**config.mk**
```make
export PLATFORM = sky130hd
export DESIGN_NAME = fetch_pc_unit
export DESIGN_NICKNAME = d
export VERILOG_FILES = /design/src/rtl/fetch_pc_unit.sv
export SDC_FILE = /design/constraint.sdc
export NUM_CORES = 1
export LEC_CHECK = 0
export CORE_MARGIN = 10
export CORE_UTILIZATION = 41
export CTS_CLUSTER_DIAMETER = 60
export DETAILED_ROUTE_END_ITERATION = 16
export GPL_TIMING_DRIVEN = 1
export PLACE_DENSITY = 0.86
export SLEW_MARGIN = 20
export SYNTH_ARGS = -nofsm -noshare
export SYNTH_HDL_FRONTEND = slang
export SYNTH_SLANG_ARGS = --single-unit
```
**constraint.sdc**
```tcl
create_clock -name clk -period 7.3 [get_ports clk]
set_clock_uncertainty 0.2 [all_clocks]
set_input_delay 0.73 -clock clk [delete_from_list [all_inputs] [get_ports clk]]
set_output_delay 0.73 -clock clk [all_outputs]
set_load 0.02 [all_outputs]
```
**src/rtl/fetch_pc_unit.sv**
```systemverilog
// PC/IR/MDR/ALUOut register stage of the multicycle MIPS datapath: next-PC select, beq/bne
// resolution, IorD address mux. Define PERF_CNT_EN to build the fetch/taken-branch counters.
module fetch_pc_unit #(
  parameter logic [31:0] RESET_PC = 32'h0000_0000,
  parameter int unsigned CNT_W    = 32
) (
  input  logic             clk,
  input  logic             rst,
  input  logic             pc_write_i,
  input  logic             pc_write_cond_i,
  input  logic [1:0]       pc_src_i,
  input  logic             ir_write_i,
  input  logic             iord_i,
  input  logic             zero_i,
  input  logic [31:0]      alu_result_i,
  input  logic [31:0]      reg_a_i,
  input  logic [31:0]      mem_rdata_i,
  output logic [31:0]      pc_o,
  output logic [31:0]      instruction_o,
  output logic [31:0]      mdr_o,
  output logic [31:0]      alu_out_o,
  output logic [31:0]      mem_addr_o,
  output logic             misalign_o,
  output logic [CNT_W-1:0] fetch_cnt_o,
  output logic [CNT_W-1:0] br_taken_cnt_o
);

  typedef enum logic [1:0] {
    PcSrcAlu    = 2'b00,
    PcSrcJump   = 2'b01,
    PcSrcAluOut = 2'b10,
    PcSrcRegA   = 2'b11
  } pc_src_e;

  localparam logic [5:0] OpBeq = 6'b000100;
  localparam logic [5:0] OpBne = 6'b000101;

  logic [31:0] pc_q, pc_d;
  logic [31:0] ir_q, ir_d;
  logic [31:0] mdr_q;
  logic [31:0] alu_out_q;
  logic        misalign_q, misalign_d;

  logic [5:0]  opcode;
  logic        take;
  logic        pc_load;
  logic        br_taken;
  logic [31:0] jump_target;
  logic [31:0] npc;

  // Branch decode always uses the IR contents before this edge.
  always_comb begin
    opcode = ir_q[31:26];
    take   = 1'b0;
    if (opcode == OpBeq) begin
      take = zero_i;
    end else if (opcode == OpBne) begin
      take = ~zero_i;
    end
  end

  assign jump_target = {pc_q[31:28], ir_q[25:0], 2'b00};
  assign pc_load     = pc_write_i | (pc_write_cond_i & take);
  assign br_taken    = pc_write_cond_i & take & ~pc_write_i;

  always_comb begin
    npc = alu_result_i;
    unique case (pc_src_e'(pc_src_i))
      PcSrcAlu:    npc = alu_result_i;
      PcSrcJump:   npc = jump_target;
      PcSrcAluOut: npc = alu_out_q;
      PcSrcRegA:   npc = reg_a_i;
      default:     npc = alu_result_i;
    endcase
  end

  always_comb begin
    pc_d       = pc_q;
    misalign_d = misalign_q;
    ir_d       = ir_q;
    if (pc_load) begin
      pc_d = {npc[31:2], 2'b00};
      if (npc[1:0] != 2'b00) begin
        misalign_d = 1'b1;
      end
    end
    if (ir_write_i) begin
      ir_d = mem_rdata_i;
    end
  end

  always_ff @(posedge clk or posedge rst) begin
    if (rst) begin
      pc_q       <= RESET_PC;
      ir_q       <= 32'h0;
      mdr_q      <= 32'h0;
      alu_out_q  <= 32'h0;
      misalign_q <= 1'b0;
    end else begin
      pc_q       <= pc_d;
      ir_q       <= ir_d;
      mdr_q      <= mem_rdata_i;
      alu_out_q  <= alu_result_i;
      misalign_q <= misalign_d;
    end
  end

`ifdef PERF_CNT_EN
  logic [CNT_W-1:0] fetch_cnt_q, fetch_cnt_d;
  logic [CNT_W-1:0] br_cnt_q, br_cnt_d;

  // Free-running modulo counters; wrap is intentional.
  always_comb begin
    fetch_cnt_d = fetch_cnt_q;
    br_cnt_d    = br_cnt_q;
    if (ir_write_i) begin
      fetch_cnt_d = fetch_cnt_q + CNT_W'(1);
    end
    if (br_taken) begin
      br_cnt_d = br_cnt_q + CNT_W'(1);
    end
  end

  always_ff @(posedge clk or posedge rst) begin
    if (rst) begin
      fetch_cnt_q <= '0;
      br_cnt_q    <= '0;
    end else begin
      fetch_cnt_q <= fetch_cnt_d;
      br_cnt_q    <= br_cnt_d;
    end
  end

  assign fetch_cnt_o    = fetch_cnt_q;
  assign br_taken_cnt_o = br_cnt_q;
`else
  logic unused_br_taken;
  assign unused_br_taken = br_taken;
  assign fetch_cnt_o     = '0;
  assign br_taken_cnt_o  = '0;
`endif

  assign pc_o          = pc_q;
  assign instruction_o = ir_q;
  assign mdr_o         = mdr_q;
  assign alu_out_o     = alu_out_q;
  assign misalign_o    = misalign_q;
  assign mem_addr_o    = iord_i ? alu_out_q : pc_q;

endmodule

```
==> reports/results.txt, run 1 <==
Crit path largest cell delay: 0.66 ns
Placement Rows: 42
Post-DP Area: 8142 µm²
Port Buffers: 263
RSZ-0062 raised after global routing: false
DIE AREA: 18920 µm²
Total routed wirelength: 18.14 mm
Clk slew on worst S/H paths: 0.05 ns
Clock share of power: 0.363
Level count of the clock H-tree: 4
YS warnings: 0
Syn Inst Count: 362
Top Layer Used: met4
Clk_lat worst skew: 0.41 ns
Num CTS Buffers: 17
Cells along the critical path: buf_2, mux2_2, clkdlybuf4s50_1
DR WL/cell: 22.29 µm
Mux cell area share after synthesis: 0.2862
Sequential share of power: 0.384
Final critical-path required period: 3.329 ns
Fin util: 0.6479
Area share of the largest cell type after synthesis: 0.5608
Final cell count without fillers: 814
Final setup viols: 0
Crit path arrival time: 2.40 ns
Critical-path maximum fanout: 33
DR iter-0 viols: 198
Outcome: finished, final reports clean
Dpl ws: 3.975 ns
DR vias: 3897
Final number of max-transition violations: 0
Final Worst Setup Slack: 3.971 ns
Yosys top cell by area: dfrtp_1
Reg-to-Reg End: pc_o[31]
Crit end category: output port
Vias per cell: 4.787
Cell area power density: 245.4 nW/µm²
Post_cts resized: 0
Cell family with most CP delay: buffers and inverters
Total grt overflow: 0
Area Growth Syn to Fin: 53.21%
Cell chosen for the clock root: clkbuf_16
Path depth of the worst reg2reg path: 5
GPL Wtd Cong: 0.8305
Worst hold stages: 1
Total Routing Usage GR: 0.1857
Adder-Cell Fraction of Synth Area: 0
Post-CTS Hold Fix Bufs: 0
Synth top area cells: dfrtp_1 (56%), mux2_2 (18%), buf_4 (9.0%), mux4_2 (7.9%), mux4_1 (2.8%)
Starting Density: 0.4229
Core Area: 13400 µm²
Period utilization: 0.4560
Largest family of logic cells by synthesized area: multiplexers
Dpl cells: 784
CP Launch Type: input port
Post-route ant nets: 0
Leakage: 3.629 nW
Pint: 1.531 mW
Met2 WL post-DR: 9.826 mm
Post-route setup TNS: 0 ns
DRC violations left: 0
DRT Pass-1 Iters: 4
Min-delay worst type: flip-flop to flip-flop
Worst reg2reg startpoint: instruction_o[27]
Initial antenna violation count: 0
M1 WL: 6.062 mm
WHS: 0.2801 ns
First-pass GRT wire length: 26.44 mm
Hold Crit Start: misalign_o
Netlist Area Pre-Place: 5667 µm²
CTS tree: done
Hpwl dp: 13.90 mm
Clock buffer depth: 2
F_max: 300.4 MHz
Critical path depth: 3
Logic pwr share: 0.252
Final Hold Viols: 0
Post-synthesis simple-gate area fraction: 0.01590
Worst slew pin tran: 0.8865 ns
Synth Register Bits: 127
Finished Cell Area: 8682 µm²
Worst EP required: 6.37 ns
DIE HEIGHT: 137.6 µm
Die W: 137.6 µm
Post-synthesis compound-gate area fraction: 0.02230
Worst path bufs/invs: 2
Syn_area_per_cell: 15.65 µm²
Psw: 600.0 µW
Register area share after synthesis: 0.5608
Power, Total: 2.131 mW
Nets: 732
Max-cap violations: 0
Register-to-register setup slack: 5.18 ns
Vias in the first global route: 4463
Routed length on met3: 1.917 mm
Setup bufs post-CTS: 0
Diode count: 0
Slowest CP cell: buf_2
Net Sw Frac: 0.2816
# IOs: 330
Share of cells above drive strength 1: 0.2304
Largest net degree at the start of global routing: 68
Peak supply drop: 0.0001338 V
Unique masters post-synth: 26
Crit path kind: input port to output port
CTS Sinks: 127
Synth Area in XOR/XNOR: 0.001546
Hold endpoint: misalign_o
Slew headroom: 0.4090
kinds of logic (layout without fill, tap and decap cells):
group	Yosys count	after routing
flip-flops	127	127
AO/OA/AOI/OAI	15	15
AND/OR/NAND/NOR	14	14
other	1	66
XOR/XNOR	1	1
buffers and inverters	88	299
multiplexers	116	116
registers in the layout, indices dropped and copies added, names as in the netlist:
register	flops
pc_o	30
instruction_o	32
misalign_o	1
mdr_o	32
alu_out_o	32
power groups by stage:
| stage | combinational, mW | sequential (mW) | clock, mW |
|---|---|---|---|
| floorplan | 0.221 | 0.897 | 0 |
| global placement | 0.530 | 0.826 | 0 |
| detailed placement | 0.540 | 0.831 | 0 |
| finish | 0.537 | 0.819 | 0.774 |
| CTS | 0.543 | 0.820 | 0.792 |
| global route | 0.567 | 0.827 | 0.822 |
placed cells by master, fill, tap and decap left out, drive strengths merged:
cell	instances
nor4b	1
clkinv	5
clkdlybuf4s50	259
o22a	6
conb	66
a221oi	1
buf	7
a31oi	1
nand4	1
nor3	2
and2	3
mux4	26
clkbuf	23
xor2	1
clkinvlp	1
bufinv	1
nand2	3
o21bai	1
nor2	2
a2111oi	1
dfrtp	127
o21ai	1
mux2	90
inv	3
o211ai	1
nor2b	2
a21oi	3
layout make-up:
type / instances / area [µm²]
multi-input combinational: 212 / 2095
clock inverter: 7 / 62.56
timing repair buffer: 266 / 2635
inverter: 3 / 13.76
fill: 969 / 4718
sequential: 127 / 3178
clock buffer: 23 / 478.0
tap: 176 / 220.2
worst reg2reg max path, stage by stage, from the launching register on:
cell and delay, ns:
dfrtp_1 0.42, nor4b_4 0.38, a31oi_4 0.12, buf_4 0.30, a2111oi_0 0.45, a221oi_1 0.09
Yosys cell counts:
cell type,instances
dfrtp_1,127
mux2_2,90
buf_4,68
mux4_2,20
buf_2,6
buf_6,6
mux4_1,6
o22a_1,6
clkbuf_1,5
a21oi_1,3
and2_1,3
inv_1,3
nand2_1,3
nor2_1,2
nor2b_1,2
nor3_1,2
a2111oi_0,1
a221oi_1,1
a31oi_4,1
conb_1,1
nand4_1,1
nor4b_4,1
o211ai_1,1
o21ai_0,1
o21bai_1,1
xor2_1,1
layer usage:
| layer | track usage | vias up |
|---|---|---|
| li1 | - | 1697 |
| met1 | 0.1851 | 1982 |
| met2 | 0.3406 | 191 |
| met3 | 0.07065 | 27 |
| met4 | 0.07084 | 0 |
| met5 | 0 | - |
how the worst max path moves through the flow:
| stage | startpoint | end | slack (ns) |
|---|---|---|---|
| final | iord_i | mem_addr_o[12] | 3.97 |
| after global routing | iord_i | mem_addr_o[17] | 3.94 |
| after CTS | iord_i | mem_addr_o[12] | 3.97 |
| after detailed placement | iord_i | mem_addr_o[12] | 3.97 |
| after global placement | iord_i | mem_addr_o[19] | 4.04 |
| after floorplan | rst | alu_out_o[0] | 2.99 |
(Power assumes the default switching activity.)
==> inputs of run 2 (changes only) <==
CORE_UTILIZATION = 35   (was 41)
PLACE_DENSITY = 0.78   (was 0.86)
clock period = 2.7 ns   (was 7.3 ns; I/O delays follow)
==> reports/results.txt, run 2 (synthesized netlist as in run 1, its figures left out) <==
Hpwl dp: 14.85 mm
Level count of the clock H-tree: 4
Worst slew pin tran: 0.5997 ns
Post-route setup TNS: 0 ns
Worst EP required: 2.23 ns
Port Buffers: 263
Crit path kind: input port to output port
Cells along the critical path: buf_2, buf_12, mux2_2, clkdlybuf4s50_1
Crit path largest cell delay: 0.55 ns
# IOs: 330
Leakage: 3.697 nW
Clock buffer depth: 2
First-pass GRT wire length: 28.79 mm
Most frequent cells in the layout: clkdlybuf4s50_1 (259), dfrtp_1 (127), mux2_2 (90), conb_1 (66), mux4_2 (20)
Starting Density: 0.3567
Post-DP Area: 8300 µm²
Final number of max-transition violations: 0
Num CTS Buffers: 17
Setup bufs post-CTS: 0
DRT Pass-1 Iters: 4
Total Routing Usage GR: 0.1715
Cell chosen for the clock root: clkbuf_16
Slowest CP cell: clkdlybuf4s50_1
Post_cts resized: 0
CTS Sinks: 127
Total grt overflow: 0
Power, Total: 5.975 mW
Final critical-path required period: 2.253 ns
Largest net degree at the start of global routing: 74
Final Hold Viols: 0
Finished Cell Area: 8899 µm²
Final setup viols: 0
Initial antenna violation count: 0
Core Area: 15890 µm²
Nets: 738
Die W: 147.2 µm
Clk slew on worst S/H paths: 0.06 ns
Period utilization: 0.8343
Cell area power density: 671.4 nW/µm²
DR iter-0 viols: 112
Crit end category: output port
GPL Wtd Cong: 0.7878
Post-route ant nets: 0
RSZ-0062 raised after global routing: false
Dpl ws: 0.4336 ns
Share of cells above drive strength 1: 0.2430
DRC violations left: 0
Final Worst Setup Slack: 0.4473 ns
Outcome: finished, final reports clean
DIE AREA: 21680 µm²
Vias in the first global route: 4716
Max-cap violations: 0
Peak supply drop: 0.0005176 V
CP Launch Type: input port
DIE HEIGHT: 147.2 µm
Crit path arrival time: 1.78 ns
Placement Rows: 46
Critical-path maximum fanout: 19
F_max: 443.9 MHz
Min-delay worst type: input port to asynchronous set/reset pin
Clk_lat worst skew: 0.40 ns
Post-CTS Hold Fix Bufs: 0
Total routed wirelength: 18.82 mm
CTS tree: done
Slew headroom: 0.6002
Most common cell after layout, fill and taps aside: clkdlybuf4s50_1
DR vias: 3930
Diode count: 0
Area Growth Syn to Fin: 57.03%
DR WL/cell: 21.83 µm
Vias per cell: 4.559
## run 2: area by class of cell
cell class,instances,area (µm²)
tap,216,270.3
timing repair buffer,272,2743
fill,1334,6987
clock inverter,14,168.9
multi-input combinational,212,2095
sequential,127,3178
inverter,3,15.01
clock buffer,18,429.2
## run 2: power breakdown
group	internal, mW	total [mW]	switching, mW
combinational	0.760	1.48	0.718
sequential	2.08	2.21	0.135
clock	1.45	2.29	0.836
total	4.29	5.97	1.69
## run 2: worst paths after layout
kind	to	depth (start not counted)	start	slack, ns
hold reg to reg	misalign_o	1	misalign_o	0.29
min in group clk	alu_out_o[23]	1	alu_result_i[23]	0.13
hold / removal	instruction_o[31]	3	rst	0.12
setup / recovery	mem_addr_o[16]	4	iord_i	0.45
max in group asynchronous	pc_o[14]	3	rst	1.82
setup reg to reg	pc_o[31]	4	instruction_o[27]	0.79
## run 2: metal layers
layer | part of all wire | wire length (µm) | track usage | vias to the layer above
li1 | - | - | - | 1708
met1 | 0.34 | 6434 | 0.1675 | 2016
met2 | 0.56 | 10460 | 0.3147 | 185
met3 | 0.084 | 1573 | 0.07432 | 21
met4 | 0.019 | 356 | 0.05996 | 0
met5 | 0 | 0 | 0 | -
## run 2: through the flow
step | cells | utilization | hold WS, ns
6_report | 862 | 0.5602 | 0.1202
5_1_grt | 862 | 0.5602 | 0.1023
4_1_cts | 862 | 0.5602 | 0.1050
3_5_place_dp | 830 | 0.5225 | 0.2747
3_3_place_gp | 830 | 0.5225 | 0.2639
2_1_floorplan | 427 | - | 0.1014
## run 2: worst max-delay path: cells and delay by family
family	cells	cell delay (ns)
buffers and inverters	3	1.13
muxes	1	0.35
